$ cat src/rtl/control_unit.sv
// Decode-stage main + ALU decoder for the RV32I/M pipeline.
// Controls are computed combinationally and registered into the ID/EX boundary.
module control_unit (
  input  logic       clk,
  input  logic       rst,
  input  logic [6:0] Op,
  input  logic [2:0] funct3,
  input  logic [6:0] funct7,
  output logic       RegWrite,
  output logic       ALUSrc,
  output logic       MemWrite,
  output logic       ResultSrc,
  output logic       Branch,
  output logic [1:0] ImmSrc,
  output logic [3:0] ALUControl
);

  localparam int unsigned op_w  = 7;
  localparam int unsigned alu_w = 4;

  localparam logic [op_w-1:0] op_load   = 7'b0000011;
  localparam logic [op_w-1:0] op_store  = 7'b0100011;
  localparam logic [op_w-1:0] op_branch = 7'b1100011;
  localparam logic [op_w-1:0] op_imm    = 7'b0010011;
  localparam logic [op_w-1:0] op_rtype  = 7'b0110011;
  localparam logic [6:0]      f7_mext   = 7'b0000001;

  localparam logic [alu_w-1:0] alu_add  = 4'b0000;
  localparam logic [alu_w-1:0] alu_sub  = 4'b0001;
  localparam logic [alu_w-1:0] alu_and  = 4'b0010;
  localparam logic [alu_w-1:0] alu_or   = 4'b0011;
  localparam logic [alu_w-1:0] alu_xor  = 4'b0100;
  localparam logic [alu_w-1:0] alu_slt  = 4'b0101;
  localparam logic [alu_w-1:0] alu_sll  = 4'b0110;
  localparam logic [alu_w-1:0] alu_srl  = 4'b0111;
  localparam logic [alu_w-1:0] alu_sra  = 4'b1000;
  localparam logic [alu_w-1:0] alu_mul  = 4'b1001;
  localparam logic [alu_w-1:0] alu_div  = 4'b1010;
  localparam logic [alu_w-1:0] alu_rem  = 4'b1011;
  localparam logic [alu_w-1:0] alu_sltu = 4'b1100;

  logic             regwrite_c;
  logic             alusrc_c;
  logic             memwrite_c;
  logic             resultsrc_c;
  logic             branch_c;
  logic [1:0]       immsrc_c;
  logic [alu_w-1:0] alucontrol_c;

  // Shared funct3 table for R and I forms; sub_ok is cleared for op-imm (no SUBI)
  function automatic logic [alu_w-1:0] base_alu(input logic [2:0] f3,
                                                 input logic alt,
                                                 input logic sub_ok);
    logic [alu_w-1:0] r;
    case (f3)
      3'b000:  r = (alt && sub_ok) ? alu_sub : alu_add;
      3'b001:  r = alu_sll;
      3'b010:  r = alu_slt;
      3'b011:  r = alu_sltu;
      3'b100:  r = alu_xor;
      3'b101:  r = alt ? alu_sra : alu_srl;
      3'b110:  r = alu_or;
      default: r = alu_and;
    endcase
    return r;
  endfunction

  // Main decode
  always_comb begin
    regwrite_c   = 1'b0;
    alusrc_c     = 1'b0;
    memwrite_c   = 1'b0;
    resultsrc_c  = 1'b0;
    branch_c     = 1'b0;
    immsrc_c     = 2'b00;
    alucontrol_c = alu_add;
    case (Op)
      op_load: begin
        regwrite_c  = 1'b1;
        alusrc_c    = 1'b1;
        resultsrc_c = 1'b1;
      end
      op_store: begin
        alusrc_c   = 1'b1;
        memwrite_c = 1'b1;
        immsrc_c   = 2'b01;
      end
      op_branch: begin
        branch_c     = 1'b1;
        immsrc_c     = 2'b10;
        alucontrol_c = alu_sub;
      end
      op_imm: begin
        regwrite_c   = 1'b1;
        alusrc_c     = 1'b1;
        alucontrol_c = base_alu(funct3, funct7[5], 1'b0);
      end
      op_rtype: begin
        if (funct7 == f7_mext) begin
          // Only MUL/DIV/REM are supported; other M ops decode as illegal
          case (funct3)
            3'b000: begin
              regwrite_c   = 1'b1;
              alucontrol_c = alu_mul;
            end
            3'b100: begin
              regwrite_c   = 1'b1;
              alucontrol_c = alu_div;
            end
            3'b110: begin
              regwrite_c   = 1'b1;
              alucontrol_c = alu_rem;
            end
            default: alucontrol_c = alu_add;
          endcase
        end else begin
          regwrite_c   = 1'b1;
          alucontrol_c = base_alu(funct3, funct7[5], 1'b1);
        end
      end
      default: alucontrol_c = alu_add;
    endcase
  end

  // ID/EX control register; reset flushes to a NOP
  always_ff @(posedge clk) begin
    if (rst) begin
      RegWrite   <= 1'b0;
      ALUSrc     <= 1'b0;
      MemWrite   <= 1'b0;
      ResultSrc  <= 1'b0;
      Branch     <= 1'b0;
      ImmSrc     <= 2'b00;
      ALUControl <= alu_add;
    end else begin
      RegWrite   <= regwrite_c;
      ALUSrc     <= alusrc_c;
      MemWrite   <= memwrite_c;
      ResultSrc  <= resultsrc_c;
      Branch     <= branch_c;
      ImmSrc     <= immsrc_c;
      ALUControl <= alucontrol_c;
    end
  end

endmodule

$ cat config.mk
export PLATFORM = sky130hd
export DESIGN_NAME = control_unit
export DESIGN_NICKNAME = d
export VERILOG_FILES = /design/src/rtl/control_unit.sv
export SDC_FILE = /design/constraint.sdc
export NUM_CORES = 1
export LEC_CHECK = 0
export CORE_MARGIN = 4
export CORE_UTILIZATION = 40
export DETAILED_ROUTE_END_ITERATION = 8
export HOLD_SLACK_MARGIN = 0.02
export PLACE_DENSITY = 0.81
export RECOVER_POWER = 50
export SLEW_MARGIN = 20
export SYNTH_ARGS = -nofsm -noshare
export SYNTH_HDL_FRONTEND = slang
export SYNTH_SLANG_ARGS = --single-unit
$ cat constraint.sdc
create_clock -name clk -period 2.8 [get_ports clk]
set_input_delay 0.42 -clock clk [delete_from_list [all_inputs] [get_ports clk]]
set_output_delay 0.42 -clock clk [all_outputs]
set_load 0.02 [all_outputs]
* After elaboration in Yosys (flattened, before gate mapping)
Index checks and enable logic that the tools add are counted.
** Cells by class
- Equality and inequality tests :: 12
- Reductions and logical operators :: 4
- Multiplexer cells :: 15
** Operators by type and width (count)
- $pmux W4 S7 :: 2
- $pmux W4 S3 :: 2
- $eq A7 B6 Y1 const B :: 2
- $eq A3 B3 Y1 const B :: 3
- $mux W4 :: 2
- $eq A7 B1 Y1 const B :: 1
- $eq A7 B2 Y1 const B :: 1
- $eq A7 B5 Y1 const B :: 1
- $eq A7 B7 Y1 const B :: 1
- $mux W1 :: 7
- $eq A3 B2 Y1 const B :: 2
- $reduce_or A3 Y1 :: 2
- $pmux W2 S2 :: 1
- $eq A3 B1 Y1 const B :: 1
- $logic_not A3 Y1 :: 1
- $pmux W1 S2 :: 1
- $reduce_or A2 Y1 :: 1
** Word-level totals
- Bits in registers :: 11
- Input port bits :: 19
- Word-level logic and storage cells :: 38
- Output and inout bits :: 11

* Longest topological paths before layout
Gate-level depths: netlist of run 1.
- Depth in word-level cells :: 5
- Mapped depth :: 5
- Gate-level depth less buffers :: 4

* Worst setup path after synthesis of run 1
No wires, ideal clock.
- Path type :: in2reg
- From :: input port Op[4]
- To :: register ALUControl[3]
- Stages on the path :: 5
- Buffers on the path :: 1
- Arrival :: 1377 ps
- Setup time :: 74 ps
- Data required time :: 2726 ps
- Slack :: 1349 ps
- Path through :: buf_2 > nor2b_1 > nand2_1 > a2111o_1 > a31oi_1
** On the way
- Word-level cells in the longest chain between the ends :: 2
- Elaborated cells on any way between the ends :: 4
- Those cells by class :: eq/ne (3); mux (1)
** RTL lines
- from (decl) :: RTL line 6 : input logic [6:0] Op,
- $eq A7 B6 Y1 (tied with other cells) :: RTL line 77 : case (Op)
- $pmux W4 S3 * :: RTL line 77
- to (signal assigned) :: RTL line 134 : ALUControl <= alu_add;
- to (signal assigned) :: RTL line 142 : ALUControl <= alucontrol_c;
- to (decl) :: RTL line 15 : output logic [3:0] ALUControl
Mark *: on every way between the ends. The rest lies on a longest branch, timed or not.
A chain may end at the register's enable or synchronous reset.

* Final worst setup path of run 1
- From :: input port funct7[5]
- To :: register ALUControl[3]
** On the way
- Word-level cells in the longest chain between the ends :: 4
- Elaborated cells on any way between the ends :: 6
- Those cells by class :: eq/ne (1); mux (5)
** RTL lines
- from (decl) :: RTL line 8 : input logic [6:0] funct7,
- $mux W4 :: RTL line 61 : 3'b101: r = alt ? alu_sra : alu_srl;
- $pmux W4 S7 :: RTL line 55 : case (f3)
- $mux W4 :: RTL line 99 : if (funct7 == f7_mext) begin
- $pmux W4 S3 * :: RTL line 77
Marks and branches as above.

==> flow_metrics.py, run 1 <==
metrics = {
    "run_status": {
        "outcome": "completed",
    },
    "logic_synthesis": {
        "synth-edff-count": 0,
        "ys_top_cells_by_area": "dfxtp_1 35%, a21oi_1 5.2%, and4bb_2 4.3%",
        "postSynthAreaPerCell_um2": 8.61,
        "seq_area_frac_synth_pct": 34.7,
        "yosysTopAreaCell": "dfxtp_1",
        "syn_inst": 67,
        "synth-main-ff-cell": "dfxtp_1",
        "yosys_warnings": 0,
        "synth_top_cell_area_share_pct": 34.7,
        "synthDistinctLibCells": 32,
        "synth_nets": 86,
        "syn_area_um2": 577,
        "ys_ff_latch": 10,
        "synthArstFlopShare_pct": 0,
    },
    "floorplan": {
        "fp.coreArea_um2": 1330,
        "initial_core_util_pct": 43.2,
        "io_pins": 30,
        "die_w_um": 46.0,
        "rows": 13,
        "die_area_um2": 2110,
        "die_h_um": 46.0,
    },
    "power_and_ir_drop": {
        "p_clk_share_pct": 38.6,
        "switching_power_uw": 70.2,
        "leakagePower_nw": 0.342,
        "power.density_nw_per_um2": 365,
        "p_comb_share_pct": 17.4,
        "p_total_uw": 324,
        "pwr-share-seq_pct": 44.0,
        "p_int_uw": 254,
        "sw_frac_of_total_pct": 21.7,
        "ir_worst_vdd_mv": 0.161,
    },
    "final_layout": {
        "drive_gt1_share_pct": 8.51,
        "num-fill-cells": 112,
        "ff_latch_area_um2": 200,
        "multi_input_area_um2": 335,
        "diodes": 0,
        "nets": 114,
        "area_growth_pct": 54.0,
        "fin_area_um2": 888,
    },
    "worst_hold_path": {
        "hold_path.class": "in2reg",
    },
    "clock_network": {
        "cts_resized": 0,
        "cts_hold_buf": 0,
        "cts.sinks": 10,
        "htreeDepth": 1,
        "cts_setup_buffers": 0,
        "cts-root-buf": "clkbuf_4",
        "cts_made_buffers": 3,
        "clock_path_buffers": 2,
        "clkSlewWorstSetupHoldPaths_ps": 60,
        "cts_tree": "built",
    },
    "sta": {
        "period_minus_slack_ps": 1850,
        "tns_ps": 0,
        "setup_viol": 0,
        "tightestPinTransition_ps": 350,
        "hold_violations": 0,
        "timing.final.max_slew_violations": 0,
        "fmax_mhz": 539,
        "max-slew-margin-rel_pct": 76.6,
        "rsz0062_at_grt": "false",
        "finalCritPeriodShare_pct": 66.2,
    },
    "setup_path": {
        "end_kind": "flop",
        "worstPathArrival_ps": 2040,
        "cp-start-kind": "primary input",
        "crit_required_ps": 2980,
        "crit_type": "in2reg",
        "crit_fanout": 6,
    },
    "flow_run": {
        "maxCapViolCount": 0,
    },
    "global_routing": {
        "grt_max_degree": 12,
        "grt_first_pass_wirelength_um": 2100,
        "grt_pass1_vias": 522,
        "antenna_found_initial": 0,
        "grt_usage_pct": 14.4,
        "overflow": 0,
    },
    "route": {
        "drt-total-wl_um": 1320,
        "wire_per_inst_um": 12.1,
        "drt_drc_violations_left": 0,
        "first_pass_iters": 4,
        "viasPerCell": 5.45,
        "via_count": 594,
        "drtIter0Drc": 9,
        "ant_nets": 0,
    },
    "placed_design": {
        "dp_hpwl_um": 1100,
        "place_congestion": 0.877,
        "io_buffers": 29,
        "placed_area_um2": 852,
    },
}
==> Yosys cell counts (all sizes together), types with 2 or more instances <==
cell type / instances
buf: 4
and4bb: 2
o21ai: 2
a21oi: 6
nor2: 4
nand4b: 2
clkbuf: 2
nor3: 5
nand3b: 2
nor4: 3
nor3b: 2
nand2: 5
inv: 2
dfxtp: 10
nor2b: 3
==> state kept, by name (all words and copies together), names as in the netlist <==
register / cells
ResultSrc: 1
ALUControl: 4
ImmSrc: 1
ALUSrc: 1
Branch: 1
MemWrite: 1
RegWrite: 1
==> cell type report <==
cell class | instances | area share [%]
tap | 15 | 2.11
multi-input combinational | 49 | 37.7
clock buffer | 4 | 4.08
inverter | 2 | 0.845
sequential | 10 | 22.5
timing repair buffer | 29 | 32.7
==> metal layers <==
| metal | vias to the layer above | global-route usage (%) | part of all wire [%] |
|---|---|---|---|
| met2 | 20 | 23.4 | 46 |
| met1 | 268 | 15.0 | 44 |
| met5 | - | 0 | 0 |
| li1 | 302 | - | - |
| met3 | 4 | 1.58 | 5.8 |
| met4 | 0 | 15.9 | 3.8 |
==> final timing paths <==
check  startpoint             to  cells past startpoint
min           rst         Branch                      2
max     funct7[5]  ALUControl[3]                      5
==> power by group through the flow <==
stage | clock network [mW] | logic (mW) | registers (mW)
finish | 0.125 | 0.0564 | 0.143
floorplan | 0 | 0.0254 | 0.147
global placement | 0 | 0.0558 | 0.146
global route | 0.137 | 0.0608 | 0.143
CTS | 0.129 | 0.0568 | 0.143
detailed placement | 0 | 0.0566 | 0.146
==> placed cells by master (no fill, tap or decap), drive strengths merged <==
cell type	synthesis	routed
clkdlybuf4s50	0	21
dfxtp	10	10
dlygate4sd3	0	8
a21oi	6	6
nand2	5	5
nor3	5	5
nor2	4	4
clkbuf	2	4
nor2b	3	3
nor4	3	3
and4bb	2	2
nand3b	2	2
inv	2	2
nor3b	2	2
o21ai	2	2
nand4b	2	2
nor4b	1	1
and4b	1	1
nand4bb	1	1
and3	1	1
o21a	1	1
xor2	1	1
nand4	1	1
nand2b	1	1
o31a	1	1
or3	1	1
a2111o	1	1
o211ai	1	1
a31oi	1	1
==> worst max-delay path, cell delays in order <==
cell             delay, ps
clkdlybuf4s50_1        550
nor4b_4                390
nand4b_2               190
a2111o_1               310
a31oi_1                170
==> per-stage QoR <==
| step | hold WS (ps) | setup WS [ps] | instances | utilization (%) |
|---|---|---|---|---|
| after CTS | 796 | 946 | 109 | 66.6 |
| after detailed placement | 1070 | 684 | 105 | 63.9 |
| after global routing | 820 | 844 | 109 | 66.6 |
| after global placement | 1080 | 718 | 105 | 63.9 |
| final | 805 | 946 | 109 | 66.6 |
| after floorplan | 498 | 1350 | 67 | - |
==> logic make-up after synthesis <==
logic type / synth area share, %
flip-flops: 34.7
AO/OA/AOI/OAI: 14.1
AND/OR/NAND/NOR: 42.5
buffers and inverters: 7.16
XOR/XNOR: 1.52
(Power assumes the default switching activity.)
==> run 2: changes to the inputs <==
--- a/config.mk
+++ b/config.mk
@@ -5,11 +5,12 @@
 export SDC_FILE = /design/constraint.sdc
 export NUM_CORES = 1
 export LEC_CHECK = 0
+export CORE_ASPECT_RATIO = 1.2
 export CORE_MARGIN = 4
-export CORE_UTILIZATION = 40
+export CORE_UTILIZATION = 37
 export DETAILED_ROUTE_END_ITERATION = 8
 export HOLD_SLACK_MARGIN = 0.02
-export PLACE_DENSITY = 0.81
+export PLACE_DENSITY = 0.76
 export RECOVER_POWER = 50
 export SLEW_MARGIN = 20
 export SYNTH_ARGS = -nofsm -noshare
==> constraint.sdc (replaced) <==
create_clock -name clk -period 1.89 [get_ports clk]
set_input_delay 0.2835 -clock clk [delete_from_list [all_inputs] [get_ports clk]]
set_output_delay 0.2835 -clock clk [all_outputs]
set_load 0.02 [all_outputs]
==> run 2 against run 1 <==
  * Clock power up 54%
  * Final cell count up 7.3%
  * Non-clock buffer count up 6
  * Final area up 5.4%
  * Clock-buffer cell count unchanged
  * Critical path type unchanged
  * Sequential cell count unchanged
  * Hold slack worse by 150 ps
  * Highest routed layer unchanged
  * Combinational power up 69%
  * Largest cell class unchanged
==> flow_metrics.py, run 2 (synthesis results as in run 1) <==
metrics = {
    "run_status": {
        "outcome": "completed",
    },
    "final_layout": {
        "layout_common_cells": "22 x clkdlybuf4s50_1, 10 x dfxtp_1, 7 x dlygate4sd3_1",
        "diodes": 0,
        "fin_cells": 117,
        "drive_gt1_share_pct": 14.0,
        "final_common_cell": "clkdlybuf4s50_1",
        "largest_register_ffs": 4,
        "nets": 120,
        "regMostFlops": "ALUControl",
        "area_growth_pct": 62.3,
    },
    "power_and_ir_drop": {
        "ir_worst_vdd_mv": 0.317,
        "power.density_nw_per_um2": 533,
        "leakagePower_nw": 0.371,
    },
    "global_routing": {
        "overflow": 0,
        "grt_first_pass_wirelength_um": 2520,
        "grt_usage_pct": 15.1,
        "antenna_found_initial": 0,
        "grt_max_degree": 9,
        "grt_pass1_vias": 608,
    },
    "sta": {
        "setup_viol": 0,
        "finalCritPeriodShare_pct": 85.3,
        "tightestPinTransition_ps": 351,
        "rsz0062_at_grt": "false",
        "timing.final.max_slew_violations": 0,
        "max-slew-margin-rel_pct": 76.4,
        "hold_violations": 0,
        "period_minus_slack_ps": 1610,
        "fmax_mhz": 620,
        "whs_ps": 659,
        "tns_ps": 0,
    },
    "clock_network": {
        "cts_resized": 0,
        "cts_tree": "built",
        "cts.sinks": 10,
        "cts_made_buffers": 3,
        "cts-root-buf": "clkbuf_4",
        "cts_hold_buf": 0,
        "clock_path_buffers": 2,
        "htreeDepth": 1,
        "cts_setup_buffers": 0,
        "clkSlewWorstSetupHoldPaths_ps": 70,
    },
    "route": {
        "via_count": 627,
        "drt-total-wl_um": 1530,
        "viasPerCell": 5.36,
        "drt_drc_violations_left": 0,
        "first_pass_iters": 4,
        "wire_per_inst_um": 13.1,
        "drtIter0Drc": 6,
        "ant_nets": 0,
    },
    "placed_design": {
        "io_buffers": 29,
        "dp_cells": 113,
        "place_congestion": 0.834,
        "dp_hpwl_um": 1280,
    },
    "setup_path": {
        "worstPathArrival_ps": 1760,
        "cp-start-kind": "primary input",
        "crit_required_ps": 2040,
        "end_kind": "flop",
        "crit_fanout": 3,
        "crit_type": "in2reg",
    },
    "floorplan": {
        "die_h_um": 51.3,
        "rows": 15,
        "die_area_um2": 2260,
        "fp.coreArea_um2": 1460,
        "die_w_um": 44.0,
        "io_pins": 30,
        "initial_core_util_pct": 39.4,
    },
    "worst_hold_path": {
        "hold_path.class": "in2reg",
    },
    "flow_run": {
        "maxCapViolCount": 0,
    },
}
==> run 2: cell types whose count changed in the layout (fill, tap and decap cells not counted) <==
| cell | previous run | this run |
|---|---|---|
| buf_4 | 0 | 6 |
| clkdlybuf4s50_1 | 21 | 22 |
| dlygate4sd3_1 | 8 | 7 |
==> run 2: critical path, stage by stage <==
cell	delay [ps]
clkdlybuf4s50_1	470
nor4b_4	360
and4b_1	280
nor3_1	70
o31a_1	300
==> run 2: layout make-up <==
| class | count | area [µm²] |
|---|---|---|
| Clock buffer | 4 | 36.3 |
| Fill cell | 136 | 528 |
| Inverter | 2 | 7.51 |
| Multi-Input combinational cell | 49 | 335 |
| Sequential cell | 10 | 200 |
| Tap cell | 17 | 21.3 |
| Timing Repair Buffer | 35 | 335 |
==> run 2: final timing paths <==
kind	from	to	slack (ps)	cells after the start
setup / recovery	funct7[5]	ALUControl[0]	280	5
hold / removal	rst	Branch	660	2
==> run 2: per-layer routing <==
layer	global-route usage (%)	vias to the layer above	share of wire (%)
met5	0	-	0
met4	11.1	0	3.3
met3	2.46	6	6.2
met2	26.7	31	51
met1	15.4	278	39
li1	-	312	-
==> run 2: through the flow <==
stage / cell area, µm² / power, mW / setup WS, ps / util [%]
finish: 936 / 0.499 / 277 / 63.9
global route: 936 / 0.524 / 138 / 63.9
CTS: 936 / 0.503 / 289 / 63.9
detailed placement: 900 / 0.311 / 17.7 / 61.5
global placement: 900 / 0.309 / 62.2 / 61.5
floorplan: 577 / 0.255 / 576 / -
==> run 2: power breakdown <==
part | internal [mW] | switching [mW] | leakage (nW)
clock | 0.117 | 0.0754 | 0.0210
combinational | 0.0562 | 0.0391 | 0.269
sequential | 0.211 | 0.000146 | 0.0806
